### src/rtl/xalu_seq.sv
// xalu_seq: runs one WIDTH-bit op through a single 4-bit ALU slice, one nibble per clock.
// Ports: host start/ready/done + op_*/result/flags; alu_* drive/observe the slice. Macro XALU_SEQ_SUB_EN enables SUB (op_f=9).
module xalu_seq #(
  parameter int NIBBLES = 4,
  localparam int WIDTH = 4 * NIBBLES
) (
  input  logic             clk,
  input  logic             rst,
  input  logic             start,
  input  logic [WIDTH-1:0] op_a,
  input  logic [WIDTH-1:0] op_b,
  input  logic [3:0]       op_f,
  input  logic             op_cin,
  output logic             ready,
  output logic             done,
  output logic [WIDTH-1:0] result,
  output logic             cout,
  output logic             zero,
  output logic             ones,
  output logic             equ,
  output logic             err,
  output logic [3:0]       alu_a,
  output logic [3:0]       alu_b,
  output logic [3:0]       alu_f,
  output logic             alu_ci_left,
  output logic             alu_ci_right,
  input  logic [3:0]       alu_d,
  input  logic             alu_co_left,
  input  logic             alu_co_right,
  input  logic             alu_equ,
  input  logic             alu_zero
);

  localparam int IW = $clog2(NIBBLES);
  localparam logic [IW-1:0] LAST = IW'(NIBBLES - 1);

  typedef enum logic [1:0] {
    S_IDLE,
    S_RUN,
    S_DONE
  } state_t;

  state_t           state_q, state_d;
  logic [WIDTH-1:0] a_q, a_d;
  logic [WIDTH-1:0] b_q, b_d;
  logic [WIDTH-1:0] res_q, res_d;
  logic [3:0]       f_q, f_d;
  logic [IW-1:0]    idx_q, idx_d;
  logic             carry_q, carry_d;
  logic             zero_q, zero_d;
  logic             ones_q, ones_d;
  logic             equ_q, equ_d;
  logic             err_q, err_d;

  logic       legal_in;
  logic       is_add, is_shl, is_shr, is_sub;
  logic       last;
  logic [3:0] a_nib, b_nib;

`ifdef XALU_SEQ_SUB_EN
  assign legal_in = (op_f <= 4'd9);
  assign is_sub   = (f_q == 4'd9);
`else
  assign legal_in = (op_f <= 4'd8);
  assign is_sub   = 1'b0;
`endif

  assign is_add = (f_q == 4'd0);
  assign is_shr = (f_q == 4'd6);
  assign is_shl = (f_q == 4'd7);
  assign last   = is_shr ? (idx_q == '0) : (idx_q == LAST);
  assign a_nib  = a_q[idx_q*4 +: 4];
  assign b_nib  = b_q[idx_q*4 +: 4];

  always_comb begin
    state_d = state_q;
    a_d     = a_q;
    b_d     = b_q;
    res_d   = res_q;
    f_d     = f_q;
    idx_d   = idx_q;
    carry_d = carry_q;
    zero_d  = zero_q;
    ones_d  = ones_q;
    equ_d   = equ_q;
    err_d   = err_q;
    unique case (state_q)
      S_IDLE: begin
        if (start) begin
          a_d     = op_a;
          b_d     = op_b;
          f_d     = op_f;
          res_d   = '0;
          err_d   = !legal_in;
          zero_d  = 1'b1;
          ones_d  = legal_in;
          equ_d   = legal_in;
          idx_d   = (op_f == 4'd6) ? LAST : '0;
          carry_d = op_cin;
`ifdef XALU_SEQ_SUB_EN
          // Subtract as A + ~B + ~borrow_in.
          if (op_f == 4'd9) carry_d = !op_cin;
`endif
          state_d = legal_in ? S_RUN : S_DONE;
        end
      end
      S_RUN: begin
        res_d[idx_q*4 +: 4] = alu_d;
        zero_d = zero_q & alu_zero;
        ones_d = ones_q & (alu_d == 4'hF);
        equ_d  = equ_q & alu_equ;
        if (is_add || is_shl || is_sub)
          carry_d = alu_co_left;
        else if (is_shr)
          carry_d = alu_co_right;
        if (last)
          state_d = S_DONE;
        else
          idx_d = is_shr ? idx_q - 1'b1 : idx_q + 1'b1;
      end
      S_DONE: state_d = S_IDLE;
      default: state_d = S_IDLE;
    endcase
  end

  always_comb begin
    alu_a        = '0;
    alu_b        = '0;
    alu_f        = '0;
    alu_ci_left  = 1'b0;
    alu_ci_right = 1'b0;
    if (state_q == S_RUN) begin
      alu_a = a_nib;
      alu_b = is_sub ? ~b_nib : b_nib;
      alu_f = is_sub ? 4'd0 : f_q;
      if (is_add || is_shl || is_sub)
        alu_ci_right = carry_q;
      if (is_shr)
        alu_ci_left = carry_q;
    end
  end

  always_ff @(posedge clk) begin
    if (rst) begin
      state_q <= S_IDLE;
      a_q     <= '0;
      b_q     <= '0;
      res_q   <= '0;
      f_q     <= '0;
      idx_q   <= '0;
      carry_q <= 1'b0;
      zero_q  <= 1'b1;
      ones_q  <= 1'b0;
      equ_q   <= 1'b0;
      err_q   <= 1'b0;
    end else begin
      state_q <= state_d;
      a_q     <= a_d;
      b_q     <= b_d;
      res_q   <= res_d;
      f_q     <= f_d;
      idx_q   <= idx_d;
      carry_q <= carry_d;
      zero_q  <= zero_d;
      ones_q  <= ones_d;
      equ_q   <= equ_d;
      err_q   <= err_d;
    end
  end

  assign ready  = (state_q == S_IDLE);
  assign done   = (state_q == S_DONE);
  assign result = res_q;
  assign zero   = zero_q;
  assign ones   = ones_q;
  assign err    = err_q;
  // SUB reuses the zero accumulator: A-B == 0 exactly when A == B.
  assign equ    = is_sub ? zero_q : equ_q;
  // A latched illegal code is never ADD/SHL/SHR/SUB, so cout reads 0.
  assign cout   = is_sub ? !carry_q :
                  (is_add || is_shl || is_shr) ? carry_q : 1'b0;

endmodule

### config.mk
export PLATFORM = sky130hd
export DESIGN_NAME = xalu_seq
export DESIGN_NICKNAME = d
export VERILOG_FILES = /design/src/rtl/xalu_seq.sv
export SDC_FILE = /design/constraint.sdc
export NUM_CORES = 1
export LEC_CHECK = 0
export BUFFER_PORTS_ARGS = -buffer_cell sky130_fd_sc_hd__buf_2
export CORE_ASPECT_RATIO = 0.5
export CORE_MARGIN = 5
export CORE_UTILIZATION = 45
export DETAILED_ROUTE_END_ITERATION = 8
export GPL_ROUTABILITY_DRIVEN = 0
export GPL_TIMING_DRIVEN = 0
export PLACE_DENSITY = 0.77
export SLEW_MARGIN = 25
export SYNTH_ARGS = -nofsm -noshare
export SYNTH_HDL_FRONTEND = slang
export SYNTH_SLANG_ARGS = --single-unit
### constraint.sdc
create_clock -name clk -period 2.1 [get_ports clk]
set_clock_uncertainty 0.05 [all_clocks]
set_input_delay 0.315 -clock clk [delete_from_list [all_inputs] [get_ports clk]]
set_output_delay 0.315 -clock clk [all_outputs]
set_load 0.005 [all_outputs]
==> results_dict.tcl <==
set metrics [dict create \
    r2r_slack_ns 0.11 \
    finalCritPeriodShare 0.9644 \
    final_cells 509 \
    synth_warnings 0 \
    syn_inst 321 \
    grt_pass1_vias 2523 \
    design.core.area_sq_mm 0.006031 \
    max_stage_delay_ns 0.49 \
    port_buffers 83 \
    grt_use_total 0.1883 \
    antenna_found_initial 0 \
    htree_levels 3 \
    numClockSinks 61 \
    vias_per_cell 5.130 \
    num_rows 20 \
    grt_pass1_wl_mm 11.54 \
    nNetsFinal 470 \
    cts_buffer_depth 2 \
    clock_latency_ns 0.33 \
    path_cells "buf_8 -> mux4_2 -> and2_1 -> buf_2" \
    ios 85 \
    synth_edf_count 0 \
    slew-limit-headroom 0.6271 \
    die_x_microns 121.2 \
    syn-num-nets 375 \
    fillCellCount 529 \
    postSynth.asyncResetShare 0 \
    finalMaxSlewViolations 0 \
    post_synth.cell_area_avg_sq_um 8.669 \
    worst_slew_pin_slew_ns 0.5547 \
    irDropWorstVdd_mv 0.4282 \
    crit_type "reg2out" \
    grt_max_degree 20 \
    synthToLayoutAreaGrowth_pct 31.25 \
    antenna_left 0 \
    holdPathEnd "zero" \
    clk_pin_slew_ns 0.05 \
    placed_cells 492 \
    hold_class "in2reg" \
    rr_worst_depth 6 \
    postCtsHoldBufs 0 \
    remaining_drc_errors 0 \
    arrival_ns 1.66 \
    dieHeight_microns 65.61 \
    dieArea_sq_mm 0.007952 \
    grt-ovfl-total 0 \
    ys.flop_type "dfxtp_1" \
    setup.worst_path.start_class "flip-flop" \
    cts_inserted_buffers 9 \
    first_pass_iters 4 \
    timing.fmax_ghz 0.4938 \
    reg2reg_to "idx_q[1]" \
    critPathSlowestCell "mux4_2" \
    drv_cap 0 \
    rsz0062_at_grt "no" \
    num_vias 2611 \
    wl_per_cell_microns 14.36 \
    layout_setup_ws_ns 0.07485 \
    hold_viol 0 \
    critical_path.max_fanout 10 \
    drtIter0Drc 187 \
    post-dp-hpwl_mm 5.165 \
    antenna_cells 0 \
    worstHoldPathCells 3 \
    setup_violations 0 \
    ys_seq_elements 61 \
    pre_cts_slack_ns -0.2519 \
    wl_mm 7.308 \
    p_leak_nw 1.569 \
    powerDensity_mw_per_mm2 874.2 \
    cts_root_buffer "clkbuf_16" \
    cp.required_ns 1.74 \
    ys_seq_area_frac 0.4388 \
    rr_startpoint "idx_q[1]" \
    period_needed_ns 2.025 \
    tritoncts "done" \
    worstHoldStart "alu_zero" \
    worstSetupEndpointType "primary output" \
    yosysUniqueCellTypes 46 \
    layout-drive-gt1-share 0.3064 \
    startpoint "idx_q[0]" \
    initial_core_util 0.4614 \
    status "complete, no violations" \
    netlist_area_sq_mm 0.002783 \
]
## worst max-delay path, delay by kind of cell (launching register included)
| family | cells | cell delay [ns] |
|---|---|---|
| mux | 1 | 0.49 |
| flops | 1 | 0.37 |
| buf+inv | 2 | 0.29 |
| simple gates | 1 | 0.18 |
## worst max-delay path by stage
stage                        endpoint  depth (start not counted)
after floorplan              idx_q[1]                          6
after global placement       idx_q[1]                          6
after global routing      alu_ci_left                          5
after detailed placement     idx_q[1]                          6
final                        alu_a[1]                          4
after CTS                    alu_b[3]                          5
## cells in the final DEF (no fill, tap or decap), types with 3 or more instances in the layout
cell / count
nand2_1: 82
buf_4: 6
dfxtp_1: 60
nor2_1: 22
mux4_2: 8
ha_1: 6
o21ai_0: 4
clkbuf_16: 9
inv_1: 3
a21oi_1: 47
clkbuf_1: 12
and2_1: 13
a22oi_1: 14
buf_2: 86
## power breakdown
group          leakage (nW)  switching [mW]  total [mW]  internal, mW
clock network         0.150           0.486        1.47         0.981
registers             0.500          0.0411        1.27          1.22
logic                 0.919           0.256       0.459         0.203
## what timing repair did
item                       4_1_cts  5_1_grt
gates resized for setup          7        3
setup endpoints to repair       29       18
setup buffers                    2        0
## metal layers
metal	up-vias	track usage	share of wire	wire length, microns
li1	1305	-	-	-
met1	1234	0.2272	0.44	3206
met2	63	0.3172	0.49	3586
met3	9	0.06277	0.060	435
met4	0	0.06704	0.011	79
met5	-	0	0	0
## per-stage QoR
step / instance area (sq um) / total power, mW / utilization / TNS, ns / hold slack (ns)
finish: 3652 / 3.193 / 0.6056 / 0 / 0.1665
detailed placement: 3308 / 1.728 / 0.5485 / -3.524 / 0.3969
floorplan: 2783 / 1.574 / - / 0 / 0.3831
global placement: 3308 / 1.718 / 0.5485 / -3.225 / 0.3891
CTS: 3641 / 3.202 / 0.6037 / 0 / 0.1631
global route: 3652 / 3.326 / 0.6056 / 0 / 0.1755
## kinds of logic (layout without fill, tap and decap cells)
family / after synthesis / count (layout) / share of synthesized area
simple gates: 138 / 138 / 0.2352
compound gates: 79 / 79 / 0.1763
flops: 61 / 61 / 0.4388
buf+inv: 26 / 126 / 0.04676
mux: 9 / 9 / 0.06969
fa+ha+maj: 6 / 6 / 0.02698
xor+xnor: 2 / 2 / 0.006296
## cell type report
| class | count | area [sq um] | area share |
|---|---|---|---|
| Multi-Input combinational cell | 234 | 1440 | 0.3943 |
| Clock buffer | 13 | 260.3 | 0.07126 |
| Sequential cell | 61 | 1225 | 0.3354 |
| Clock inverter | 3 | 43.79 | 0.01199 |
| Buffer | 22 | 131.4 | 0.03597 |
| Tap cell | 88 | 110.1 | 0.03015 |
| Inverter | 3 | 11.26 | 0.003083 |
| Timing Repair Buffer | 85 | 430.4 | 0.1178 |
## Yosys cell counts, types with 4 or more instances
cell,instances,area [sq um]
buf_2,5,25.02
and2_1,13,81.33
o21ai_0,4,20.02
a21oi_1,47,235.2
dfxtp_1,61,1221
nand2_1,82,307.8
mux4_2,8,180.2
nor2_1,22,82.58
a22oi_1,14,105.1
ha_1,6,75.07
clkbuf_1,12,45.04
## flip-flops by register name (all words and copies together), names as in the netlist
name / flops
a_q: 16
b_q: 16
carry_q: 1
equ: 1
err: 1
f_q: 4
idx_q: 2
ones: 1
result: 16
state_q: 2
zero: 1
(Power assumes the default switching activity.)
